==> config.mk <==
export PLATFORM = sky130hd
export DESIGN_NAME = pitchwheel_interp_mc
export DESIGN_NICKNAME = d
export VERILOG_FILES = /design/src/rtl/pitchwheel_interp_mc.sv
export SDC_FILE = /design/constraint.sdc
export NUM_CORES = 1
export LEC_CHECK = 0
export BUFFER_PORTS_ARGS = -buffer_cell sky130_fd_sc_hd__buf_2
export CAP_MARGIN = 20
export CORE_MARGIN = 2
export CORE_UTILIZATION = 40
export CTS_CLUSTER_SIZE = 30
export DETAILED_ROUTE_END_ITERATION = 8
export PLACE_DENSITY = 0.67
export RECOVER_POWER = 25
export SLEW_MARGIN = 20
export SYNTH_ARGS = -nofsm -noshare
export SYNTH_HDL_FRONTEND = slang
export SYNTH_SLANG_ARGS = --single-unit
==> constraint.sdc <==
create_clock -name clk -period 11.9 [get_ports clk]
set_input_delay 2.38 -clock clk [delete_from_list [all_inputs] [get_ports clk]]
set_output_delay 2.38 -clock clk [all_outputs]
set_load 0.01 [all_outputs]
==> src/rtl/pitchwheel_interp_mc.sv <==
// Multi-channel pitch-wheel interpolator: per-channel PW registers feed a
// five-state sequencer that reads two table words and blends them linearly.
module pitchwheel_interp_mc #(
  parameter int NCH      = 16,
  parameter int PW_W     = 14,
  parameter int SEG_BITS = 4,
  parameter int TBL_W    = 17,
  parameter int OUT_W    = 18,
  parameter int ROUND    = 1,
  localparam int CH_W    = (NCH > 1) ? $clog2(NCH) : 1
) (
  input  logic                clk,
  input  logic                reset,
  input  logic                pw_wr,
  input  logic [CH_W-1:0]     pw_ch,
  input  logic [PW_W-1:0]     pw_val,
  input  logic                req,
  input  logic [CH_W-1:0]     req_ch,
  input  logic                auto_scan,
  output logic                ready,
  output logic [SEG_BITS:0]   tbl_addr,
  input  logic [TBL_W-1:0]    tbl_data,
  output logic                out_valid,
  output logic [CH_W-1:0]     out_ch,
  output logic [OUT_W-1:0]    data_out
);

  localparam int F      = PW_W - SEG_BITS;
  localparam int A_W    = SEG_BITS + 1;
  localparam int PROD_W = (TBL_W + F + 2 > OUT_W + 2) ? (TBL_W + F + 2) : (OUT_W + 2);
  localparam logic [PW_W-1:0] PW_CENTRE = {1'b1, {(PW_W-1){1'b0}}};
  localparam logic signed [PROD_W-1:0] RND = (ROUND != 0) ? (PROD_W'(1) << (F-1)) : '0;
  localparam logic signed [PROD_W-1:0] SAT_MAX = PROD_W'({OUT_W{1'b1}});

  typedef enum logic [2:0] {S_IDLE, S_LO, S_HI, S_MUL, S_OUT} state_t;

  state_t                state_q, state_d;
  logic [PW_W-1:0]       pw_regs_q [NCH];
  logic [PW_W-1:0]       pw_regs_d [NCH];
  logic                  ready_q, ready_d;
  logic [A_W-1:0]        tbl_addr_q, tbl_addr_d;
  logic [CH_W-1:0]       scan_ptr_q, scan_ptr_d;
  logic [CH_W-1:0]       ch_q, ch_d;
  logic [PW_W-1:0]       snap_q, snap_d;
  logic [TBL_W-1:0]      lo_q, lo_d, hi_q, hi_d;
  logic                  out_valid_q, out_valid_d;
  logic [CH_W-1:0]       out_ch_q, out_ch_d;
  logic [OUT_W-1:0]      data_out_q, data_out_d;

  logic [CH_W-1:0]          sel_ch;
  logic [F-1:0]             frac;
  logic signed [TBL_W:0]    diff;
  logic signed [PROD_W-1:0] prod, prod_sh, sum_s;
  logic [OUT_W-1:0]         sat_res;

  // Arithmetic shift floors, so descending pairs round toward the upper entry consistently.
  always_comb begin
    frac    = snap_q[F-1:0];
    diff    = $signed({1'b0, hi_q}) - $signed({1'b0, lo_q});
    prod    = PROD_W'(diff) * PROD_W'($signed({1'b0, frac}));
    prod_sh = (prod + RND) >>> F;
    sum_s   = PROD_W'($signed({1'b0, lo_q})) + prod_sh;
    if (sum_s < 0)            sat_res = '0;
    else if (sum_s > SAT_MAX) sat_res = {OUT_W{1'b1}};
    else                      sat_res = OUT_W'(sum_s);
  end

  always_comb begin
    state_d     = state_q;
    pw_regs_d   = pw_regs_q;
    ready_d     = ready_q;
    tbl_addr_d  = '0;
    scan_ptr_d  = scan_ptr_q;
    ch_d        = ch_q;
    snap_d      = snap_q;
    lo_d        = lo_q;
    hi_d        = hi_q;
    out_valid_d = 1'b0;
    out_ch_d    = out_ch_q;
    data_out_d  = data_out_q;
    sel_ch      = req ? req_ch : scan_ptr_q;

    if (pw_wr && (32'(pw_ch) < NCH)) pw_regs_d[pw_ch] = pw_val;

    case (state_q)
      S_IDLE: begin
        if (req || auto_scan) begin
          // Snapshot reads the old register, so a same-cycle write lands for the next request.
          ch_d       = sel_ch;
          snap_d     = pw_regs_q[sel_ch];
          tbl_addr_d = A_W'(pw_regs_q[sel_ch][PW_W-1 -: SEG_BITS]);
          state_d    = S_LO;
          ready_d    = 1'b0;
          if (!req)
            scan_ptr_d = (scan_ptr_q == CH_W'(NCH-1)) ? '0 : scan_ptr_q + CH_W'(1);
        end
      end
      S_LO: begin
        tbl_addr_d = A_W'(snap_q[PW_W-1 -: SEG_BITS]) + A_W'(1);
        state_d    = S_HI;
      end
      S_HI: begin
        lo_d    = tbl_data;
        state_d = S_MUL;
      end
      S_MUL: begin
        hi_d    = tbl_data;
        state_d = S_OUT;
      end
      S_OUT: begin
        data_out_d  = sat_res;
        out_ch_d    = ch_q;
        out_valid_d = 1'b1;
        ready_d     = 1'b1;
        state_d     = S_IDLE;
      end
      default: begin
        state_d = S_IDLE;
        ready_d = 1'b1;
      end
    endcase
  end

  always_ff @(posedge clk) begin
    if (reset) begin
      state_q     <= S_IDLE;
      for (int i = 0; i < NCH; i++) pw_regs_q[i] <= PW_CENTRE;
      ready_q     <= 1'b1;
      tbl_addr_q  <= '0;
      scan_ptr_q  <= '0;
      ch_q        <= '0;
      snap_q      <= '0;
      lo_q        <= '0;
      hi_q        <= '0;
      out_valid_q <= 1'b0;
      out_ch_q    <= '0;
      data_out_q  <= '0;
    end else begin
      state_q     <= state_d;
      pw_regs_q   <= pw_regs_d;
      ready_q     <= ready_d;
      tbl_addr_q  <= tbl_addr_d;
      scan_ptr_q  <= scan_ptr_d;
      ch_q        <= ch_d;
      snap_q      <= snap_d;
      lo_q        <= lo_d;
      hi_q        <= hi_d;
      out_valid_q <= out_valid_d;
      out_ch_q    <= out_ch_d;
      data_out_q  <= data_out_d;
    end
  end

  assign ready     = ready_q;
  assign tbl_addr  = tbl_addr_q;
  assign out_valid = out_valid_q;
  assign out_ch    = out_ch_q;
  assign data_out  = data_out_q;

endmodule

==> impl_metrics.toml <==
[synthesis]
syn_area_sq_mm = 0.02171
synth-compound-area-share = 0.1306
syn_inst = 2607
synth_top_family_by_area = "adder cells"
synth-simple-area-share = 0.2104
synth.top_cell.area_share = 0.2877
syn_area_per_cell_sq_um = 8.328
synth_fp_nets = 2925
synthTopCellsByArea = "dfxtp_1 (29%), fa_1 (15%), nand2_1 (12%)"
yosysTopAreaCell = "dfxtp_1"
muxShareOfSynthArea = 0.06690
async_reset_ff_frac = 0
yosysSeqAreaShare = 0.2877
synth-edff-count = 0
synth_common_cells = "nand2_1 (674), dfxtp_1 (312), a21oi_1 (311)"
yosysMostFrequentCell = "nand2_1"
synth_ff_type = "dfxtp_1"
ys_warn_count = 0
synth_cell_types = 72
synth_xor_xnor_area_share = 0.01977
ys_ff_latch = 312
synth_adder_area_share = 0.2139

[cts]
cts_root_buf = "clkbuf_16"
clock_latency_ns = 0.57
cts_setup_buffers = 0
cts_sinks = 312
cts_made_buffers = 35
cts_resized = 0
cts_tree = "done"
cts_htree_levels = 2
cts_hold_repair.buffers = 0
clkTransAtPathRegs_ns = 0.06
clockBufferDepth = 3

[global_route]
grt_pass1_wl_um = 96140
grt_usage = 0.2132
gr-total-overflow = 0
antenna_found_initial = 4
grt_pass1_vias = 18088
grt_max_degree = 126

[drt]
firstDrtPassIters = 5
wl_um = 59370
met3_length_um = 3262
vias_per_cell = 5.497
wl_met2_um = 29520
ant_nets = 0
wl_per_cell_um = 18.07
drt_iter0_markers = 1376
wl_met1_um = 24530
vias = 18057
drc = 0
top_layer = "met4"

[worst_setup_path]
startpoint = "hi_q[0]"
crit_path_start_kind = "register"
r2r-end = "data_out[3]"
cp.arrival_ns = 11.12
path_class = "reg -> reg"
cp_max_fo = 18
worst_path_most_repeated_cell = "fa_1"
slowest_delay_ns = 0.79
critical_path.endpoint = "data_out[3]"
ff2ff_path_depth = 38
slowest_stage = "o31ai_4"
reg2reg_from = "hi_q[0]"
r2r_setup_slack_ns = 1.17
crit_required_ns = 12.29
end_kind = "register"

[status]
failed_checks = "capacitance limit, slew limit"
status = "complete, but fails checks"

[sta]
rsz0062_at_grt = "false"
worstMarginPinSlew_ns = 5.697
hold_viol = 0
min_period_over_period = 0.9021
clock_skew_ns = 0.02179
whs_ns = 0.4539
setup_viol = 0
drv_slew = 126
fmax_mhz = 93.16
slew_headroom = -2.798
fin_tns_setup_ns = 0
post-route-min-period_ns = 10.73

[place]
port_buffers = 72
dpl.hpwl_um = 41900
placed_area_sq_mm = 0.02248
place_congestion = 0.8280

[floorplanning]
die_h_um = 237.0
core_sq_mm = 0.05371
initial_core_util = 0.4043
die_w_um = 237.0
rows = 85
die-area_sq_mm = 0.05616
io_pins = 73

[worst_hold_path]
worst_hold_startpoint = "pw_regs_q[110]"
hold_path.class = "reg -> reg"

[power]
p_per_area_mw_per_mm2 = 145.6
vdd_drop_max_v = 0.00009908
leakage_nw = 9.518
power.total_mw = 3.444

[final_layout]
nFillCells = 5099
final-seq-area_sq_mm = 0.006246
final_area_sq_mm = 0.02365
final_nets = 2880
synthToLayoutAreaGrowth_pct = 8.921
drive_gt1_frac = 0.09319
multi_input_area_sq_mm = 0.01401

[job]
drv_cap = 1
## flip-flops by register name, summed over array words and instances, names as in the netlist
name	count
out_valid	1
data_out	18
pw_regs_q	224
tbl_addr	5
state_q	3
ch_q	4
snap_q	14
hi_q	17
ready	1
lo_q	17
out_ch	4
scan_ptr_q	4
## area by class of cell
type | count | area share
flip-flops and latches | 312 | 0.2641
repair buffers | 93 | 0.02127
multi-input cells | 1894 | 0.5926
diodes | 3 | 0.0003174
clock inverters | 12 | 0.007248
clock buffers | 49 | 0.04180
well taps | 696 | 0.03682
inverters | 226 | 0.03587
## layout by cell type, fill, tap and decap left out, types with 9 or more instances in the layout
cell and instances:
a21oi_1 311, a21o_1 11, a311oi_1 10, o21ai_2 10
nor2_1 70, mux4_2 56, clkbuf_16 35, xnor2_1 27
nand3_1 42, nand2b_1 21, and3_1 17, nor2b_1 35
dfxtp_1 312, mux2i_1 14, nand2_1 674, buf_2 60
xor2_1 15, a211oi_1 19, nand3b_1 19, nor3_1 18
inv_1 226, clkbuf_1 20, fa_1 162, nand4_1 23
ha_1 112, and2_1 63, nor2_2 9, buf_4 21
o21ai_0 25
## worst min-delay path by stage
stage	to	slack, ns	depth (start not counted)
after floorplan	pw_regs_q[13]	0.43	2
after global placement	data_out[1]	0.44	2
after detailed placement	data_out[0]	0.44	2
after CTS	pw_regs_q[148]	0.45	2
after global routing	pw_regs_q[9]	0.47	2
final	pw_regs_q[110]	0.45	2
## metrics by stage
step | cells | util | worst slack, ns
finish | 3285 | 0.4403 | 1.165
global route | 3285 | 0.4403 | 0.2456
CTS | 3282 | 0.4402 | 1.190
detailed placement | 3221 | 0.4186 | 1.229
global placement | 3221 | 0.4184 | 1.532
floorplan | 2607 | - | 2.732
## metal layers
| metal | up-vias | global-route usage |
|---|---|---|
| li1 | 8513 | - |
| met1 | 8911 | 0.2674 |
| met2 | 523 | 0.3700 |
| met3 | 110 | 0.02949 |
| met4 | 0 | 0.08554 |
| met5 | - | 0 |
## kinds of logic (layout without fill, tap and decap cells)
group           Yosys count  in the layout
simple gates           1033           1033
compound gates          467            467
buf+inv                 401            380
flops                   312            312
fa+ha+maj               274            274
mux                      75             75
xor+xnor                 45             45
other cells               0              3
## worst max-delay path, delay by kind of cell (launching register included)
family / cells / cell delay [ns]
adders and majority gates: 9 / 3.76
AOI/OAI and AO/OA: 13 / 3.61
and+or+nand+nor: 10 / 1.74
xor gates and xnor gates: 2 / 0.92
DFF: 1 / 0.32
buffers and inverters: 4 / 0.19
## report_power, final
| group | internal (mW) | switching (mW) |
|---|---|---|
| combinational | 0.444 | 0.787 |
| sequential | 1.07 | 0.0323 |
| clock | 0.652 | 0.458 |
No activity file was read; power rests on OpenSTA's default activity.
